## config.mk

```make
export PLATFORM = sky130hd
export DESIGN_NAME = wr_dec_scoreboard
export DESIGN_NICKNAME = d
export VERILOG_FILES = /design/src/rtl/wr_dec_scoreboard_pkg.sv /design/src/rtl/wr_dec_scoreboard_dec_onehot.sv /design/src/rtl/wr_dec_scoreboard.sv
export SDC_FILE = /design/constraint.sdc
export NUM_CORES = 1
export LEC_CHECK = 0
export CAP_MARGIN = 25
export CORE_UTILIZATION = 45
export DETAILED_ROUTE_END_ITERATION = 8
export DONT_BUFFER_PORTS = 1
export PLACE_DENSITY_LB_ADDON = 0.12
export SLEW_MARGIN = 5
export SYNTH_ARGS = -nofsm -noshare
export SYNTH_HDL_FRONTEND = slang
export SYNTH_SLANG_ARGS = --single-unit
```

## constraint.sdc

```tcl
create_clock -name clk_i -period 3.2 [get_ports clk_i]
set_input_delay 0.64 -clock clk_i [delete_from_list [all_inputs] [get_ports clk_i]]
set_output_delay 0.64 -clock clk_i [all_outputs]
set_load 0.005 [all_outputs]
```

## src/rtl/wr_dec_scoreboard_pkg.sv

```systemverilog
// Shared sizing for the write-destination scoreboard: default address width,
// register-count derivation and a one-hot helper.
package wr_dec_scoreboard_pkg;

    localparam int unsigned AW_DEFAULT   = 5;
    localparam int unsigned NREG_DEFAULT = 1 << AW_DEFAULT;

    // Number of architectural registers addressed by an aw-bit index.
    function automatic int unsigned nreg_f(input int unsigned aw);
        return 32'(1) << aw;
    endfunction

    // One-hot encode an index of up to AW_DEFAULT bits into an NREG_DEFAULT vector.
    function automatic logic [NREG_DEFAULT-1:0] onehot_f(input logic [AW_DEFAULT-1:0] idx);
        logic [NREG_DEFAULT-1:0] v;
        v      = '0;
        v[idx] = 1'b1;
        return v;
    endfunction

endpackage

```

## src/rtl/wr_dec_scoreboard_dec_onehot.sv

```systemverilog
// Combinational AW-to-2**AW one-hot decoder with enable; all-zero when disabled.
module dec_onehot
    import wr_dec_scoreboard_pkg::*;
#(
    parameter int unsigned AW = AW_DEFAULT
) (
    input  logic                  en_i,
    input  logic [AW-1:0]         addr_i,
    output logic [(1<<AW)-1:0]    mask_c_o
);

    always_comb begin
        mask_c_o = '0;
        if (en_i) begin
            mask_c_o[addr_i] = 1'b1;
        end
    end

endmodule

```

## src/rtl/wr_dec_scoreboard.sv

```systemverilog
// Register write-destination scoreboard: tracks pending writes, gates issue on
// busy destinations, flags RAW hazards and produces one-hot write enables.
module wr_dec_scoreboard
    import wr_dec_scoreboard_pkg::*;
#(
    parameter int unsigned AW       = AW_DEFAULT,
    parameter bit          ZERO_REG = 1'b1
) (
    input  logic                 clk_i,
    input  logic                 rst_n_i,
    input  logic                 en_i,
    input  logic                 iss_valid_i,
    input  logic [AW-1:0]        iss_addr_i,
    output logic                 iss_ready_c_o,
    input  logic                 wb_valid_i,
    input  logic [AW-1:0]        wb_addr_i,
    output logic [(1<<AW)-1:0]   we_y_o,
    input  logic [AW-1:0]        rs_addr_i,
    input  logic [AW-1:0]        rt_addr_i,
    output logic                 stall_c_o,
    output logic [(1<<AW)-1:0]   busy_o,
    output logic                 err_o
);

    localparam int unsigned NREG = 1 << AW;

    logic [NREG-1:0] busy_q, busy_d;
    logic [NREG-1:0] we_q,   we_d;
    logic            err_q,  err_d;

    logic            iss_zero, wb_zero, rs_zero, rt_zero;
    logic            iss_fire, wb_fire;
    logic [NREG-1:0] set_mask, wb_mask;

    // Hardwired-zero register detection per port.
    assign iss_zero = ZERO_REG && (iss_addr_i == '0);
    assign wb_zero  = ZERO_REG && (wb_addr_i  == '0);
    assign rs_zero  = ZERO_REG && (rs_addr_i  == '0);
    assign rt_zero  = ZERO_REG && (rt_addr_i  == '0);

    // Readiness looks only at the current busy state; a same-cycle writeback does not bypass.
    assign iss_ready_c_o = en_i && (iss_zero || !busy_q[iss_addr_i]);
    assign iss_fire      = iss_valid_i && iss_ready_c_o && !iss_zero;
    assign wb_fire       = en_i && wb_valid_i && !wb_zero;

    assign stall_c_o = en_i && ((busy_q[rs_addr_i] && !rs_zero) ||
                                (busy_q[rt_addr_i] && !rt_zero));

    dec_onehot #(.AW(AW)) u_dec_iss (
        .en_i     (iss_fire),
        .addr_i   (iss_addr_i),
        .mask_c_o (set_mask)
    );

    dec_onehot #(.AW(AW)) u_dec_wb (
        .en_i     (wb_fire),
        .addr_i   (wb_addr_i),
        .mask_c_o (wb_mask)
    );

    // Clear on writeback, then set on issue so a same-address collision stays busy.
    always_comb begin
        busy_d = (busy_q & ~wb_mask) | set_mask;
        we_d   = wb_mask;
        err_d  = wb_fire && !busy_q[wb_addr_i];
    end

    always_ff @(posedge clk_i) begin
        if (!rst_n_i) begin
            busy_q <= '0;
            we_q   <= '0;
            err_q  <= 1'b0;
        end else begin
            busy_q <= busy_d;
            we_q   <= we_d;
            err_q  <= err_d;
        end
    end

    assign busy_o = busy_q;
    assign we_y_o = we_q;
    assign err_o  = err_q;

endmodule

```

; ---- Word-level counts from Yosys, hierarchy flattened
; Cells that the tools add are included.
[word_totals]
ff_bits = 65
inputBits = 25
out_inout_bits = 67
word_cells = 49
[op_classes]
magnitude_cmp = 6
n_mux = 14
bitwise = 3
reduce_logical = 23
[op_table]
columns = cell, count
row1 = 32-bit two-way mux, 2
row2 = 32-bit bitwise AND, 1
row3 = 32-bit inverter, 1
row4 = 32-bit bitwise OR, 1
row5 = "5-bit by 6-bit less-than comparator with 1-bit output, second input constant", 4
row6 = 1-bit binary-select mux with 5-bit select, 4
row7 = 5-bit zero test, 4
row8 = 1-bit logical AND, 11
row9 = 1-bit demux with 5-bit select, 2
row10 = "5-bit by 1-bit greater-or-equal comparator with 1-bit output, second input constant", 2
row11 = 1-bit zero test, 6
row12 = 1-bit two-way mux, 6
row13 = 1-bit logical OR, 2

; ---- Longest topological paths before layout
[depth]
word_depth = 9
depth_mapped = 8

; ---- By module
; A second synthesis with hierarchy kept.
[hier_totals]
hier_cells = 371
hier_area_um2 = 3602.2
[by_module_without_submodules]
columns = mod, n_inst, cells_each, area_each_um2, seq_area_each_um2
row1 = wr_dec_scoreboard, 1, 277, 3141.8, 1301.2
row2 = dec_onehot, 2, 47, 230.2, 0.0

; ---- Least setup slack after synthesis
; OpenSTA, ideal clock, no wires.
[synth_path]
kind = input-to-output
from = input port rs_addr_i[0]
to = output port stall_c_o
arrival_ns = 1.980
required_ns = 2.560
path_slack_ns = 0.580
path_stages = 7
path_buffers = 1
cell_sequence = buf_2 mux4_2 nor2b_1 a211oi_1 a21oi_1 a32oi_1 a21boi_1
[synth_between]
elab_chain_len = 5
[synth_rtl]
columns = item, line_no
row1 = from (decl), wr_dec_scoreboard.sv:18  ; input logic [AW-1:0] rs_addr_i,
row2 = 1-bit binary-select mux with 5-bit select or 5-bit zero test (tied branches), "wr_dec_scoreboard.sv:46, wr_dec_scoreboard.sv:38"
row3 = 1-bit two-way mux (not written as such) or 1-bit zero test (tied branches), wr_dec_scoreboard.sv:46  ; assign stall_c_o = en_i && ((busy_q[rs_addr_i] && !rs_zero) ||
row4 = 1-bit logical AND *, wr_dec_scoreboard.sv:46
row5 = 1-bit logical OR *, wr_dec_scoreboard.sv:46
row6 = 1-bit logical AND *, wr_dec_scoreboard.sv:46
row7 = to (decl), wr_dec_scoreboard.sv:20  ; output logic stall_c_o,
; Every way passes the cells marked *; elsewhere a longest branch is shown, timed or not. The select of a mux whose other input is x is not followed.

; ---- Final worst setup path
[layout_path]
from = register busy_q[23], in the netlist busy_o[23]
to = output port stall_c_o
[layout_between]
elab_chain_len = 5
[layout_rtl]
columns = item, line_no
row1 = from (decl), wr_dec_scoreboard.sv:27  ; logic [NREG-1:0] busy_q, busy_d;
row2 = from (signal assigned), wr_dec_scoreboard.sv:74  ; busy_q <= busy_d;
row3 = 1-bit binary-select mux with 5-bit select (on tied branches), "wr_dec_scoreboard.sv:46, wr_dec_scoreboard.sv:47"
row4 = 1-bit two-way mux (on tied branches), "wr_dec_scoreboard.sv:46, wr_dec_scoreboard.sv:47"
row5 = 1-bit logical AND (on tied branches), "wr_dec_scoreboard.sv:46, wr_dec_scoreboard.sv:47"
row6 = 1-bit logical OR *, wr_dec_scoreboard.sv:46
row7 = 1-bit logical AND *, wr_dec_scoreboard.sv:46
; Marks and branches as above.

==> metrics <==
fillcell total 707; largest net degree at the start of global routing 44; Finished Layout Cells 427; Crit Path Category reg2out; mux share of post-synthesis cell area 21.7%; Post-CTS Setup Inserts 0; flop2flop setup slack 1400 ps; area taken by multi-input logic gates 1920 um2; hold_buf cts 0; Hold Crit Depth 1; synth warn 0; layout cell share with drive strength beyond 1 12.8%; Seq/Total Area, Yosys 38.5%; setup TNS 0 ps; Max-Slew Margin vs Limit 60.6%; CTS tree built; Register Area 1300 um2; leakage 1.18 nW; largest family of logic cells by synthesized area multiplexers; GRT Total Usage 27.8%; CTS root buf clkbuf_8; global placement routability congestion 0.888; Synth Register Bits 65; placed cells 411; Simple-Gate Fraction of Synth Area 15.5%; layout net count 348; most frequent cells in the layout dfxtp_1, nor2_1, o211ai_1; PwrDens 470 nW/um2; compound-gate portion of the synthesized area 19.4%; Setup crit start busy_o[23]; Crit Path Max Fanout 6; outcome completed; die height 88.6 um; area grow syn2layout 5.97%; Post-Synth Adder-Cell Area 0%; CTS buffer count 9; initial antenna violation count 0; worst path arrival time 1910 ps; global-route wire length before repair 15.6 mm; total gr overflow 0; DP HPWL 7.23 mm; diode count 0; WL/cell 24.3 um; critical path startpoint category flop; RR Endpoint busy_o[13]; area of the core 7250 um2; clk_lat worst skew 350 ps; setup ws final 646 ps; CTS H-Tree Depth 3; die area 7860 um2; 1st-iter DRT viols 254; RR Startpoint busy_o[24]; I/O pin cnt 92; Vias 2810; commonest non-fill, non-tap cell in the layout dfxtp_1; Clock transition at path regs 80 ps; fmax 0.392 GHz; Worst Setup EP stall_c_o; Slew @ Worst Pin 590 ps; Max VDD drop 0.221 mV; # rows 31; post-route clock period utilization 79.8%; synthesized instance count 341; CP Capture Type output port; post-synth cell types 44; final hold vios 0; clock period minus worst slack 2550 ps; Finish-stage setup viols 0; clk_skew 9.01 ps; dominant synthesized flop cell dfxtp_1; Post-Synth XOR/XNOR Area 0%; worst reg-to-reg path cell count 5; vias in the first global route 2579; max-cap violations 0; Max Slew Vio Count 0; DRC violations left 0; Post-Syn Area 3380 um2; Post-Syn Nets 366; Hold Path Class in2reg; clk sinks 65; die width 88.6 um; ys async rst share 0%; pre-CTS WS 785 ps; clock buffer depth 2; PortBufs 0; CP required 2560 ps; cts repair resizes 0; mean post-synth cell area 9.90 um2; Post-synth EDFFs 0; initial core utilization 46.6%; post-route ant nets 0; WL final 10.4 mm; 1st-pass router iterations 5; routed vias/inst 6.58; RSZ-0062 raised after global routing no
==> where the power goes <==
part | switching [mW] | internal (mW) | total, mW
logic | 0.0443 | 0.0403 | 0.0847
registers | 0.00785 | 0.814 | 0.821
clock network | 0.333 | 0.441 | 0.774
==> worst max-delay path: stages (launching register included) <==
cell	delay, ps
dfxtp_1	410
mux4_2	490
or3b_1	350
a32oi_1	200
a21boi_1	110
==> flip-flops by register name (all words and copies together) (netlist names) <==
name and cells:
err_o 1, we_y_o 32, busy_o 32
==> cell type report <==
| cell class | count | share of cell area [%] |
|---|---|---|
| clock buffer | 10 | 3.57 |
| clock inverter | 6 | 2.52 |
| inverter | 5 | 0.524 |
| multi-input combinational | 242 | 53.6 |
| sequential | 65 | 36.4 |
| tap | 99 | 3.46 |
==> cells by family (layout without fill, tap and decap cells) <==
kind of cell | Yosys count | after routing
compound gates | 89 | 89
mux | 47 | 47
other cells | 1 | 1
simple gates | 105 | 105
flops | 65 | 65
buf+inv | 34 | 21
==> stage by stage <==
stage / area [um2] / hold slack [ps] / total power [mW] / utilization (%)
5_1_grt: 3580 / 361 / 1.74 / 49.3
6_report: 3580 / 371 / 1.68 / 49.3
2_1_floorplan: 3380 / 477 / 0.942 / -
4_1_cts: 3580 / 362 / 1.69 / 49.3
3_5_place_dp: 3360 / 503 / 0.924 / 46.3
3_3_place_gp: 3360 / 496 / 0.924 / 46.3
==> synth_stat cells (2+ instances only) <==
library cell / instances / area (um2)
a211oi_1: 2 / 15.0
a21oi_1: 7 / 35.0
buf_2: 7 / 35.0
buf_6: 3 / 33.8
clkbuf_1: 18 / 67.6
dfxtp_1: 65 / 1300
inv_1: 5 / 18.8
mux2i_1: 25 / 250
mux4_2: 21 / 473
nand2_1: 15 / 56.3
nand2b_1: 4 / 25.0
nand3_1: 12 / 60.1
nand3b_1: 5 / 37.5
nand4_1: 4 / 25.0
nor2_1: 38 / 143
nor2b_1: 5 / 31.3
nor3_1: 6 / 30.0
nor3b_1: 3 / 22.5
nor4_1: 2 / 12.5
o211ai_1: 32 / 240
o21ai_0: 9 / 45.0
o22ai_1: 2 / 12.5
o31ai_1: 23 / 173
o32ai_1: 4 / 35.0
or3_1: 4 / 25.0
or3b_2: 2 / 17.5
==> how the worst min path moves through the flow <==
stage | to | slack (ps) | startpoint
finish | err_o | 370 | wb_addr_i[3]
global route | err_o | 360 | wb_addr_i[3]
global placement | busy_o[0] | 500 | busy_o[0]
detailed placement | busy_o[0] | 500 | busy_o[0]
CTS | err_o | 360 | wb_addr_i[3]
floorplan | busy_o[0] | 480 | busy_o[0]
==> layer usage <==
layer  global-route usage, %  up-vias  share of wire, %
met5                       0        -                 0
met4                    11.3        0               2.1
met3                    7.84       19                11
met2                    42.0      186                46
met1                    37.4     1333                41
li1                        -     1272                 -
No activity file was read; power rests on OpenSTA's default activity.
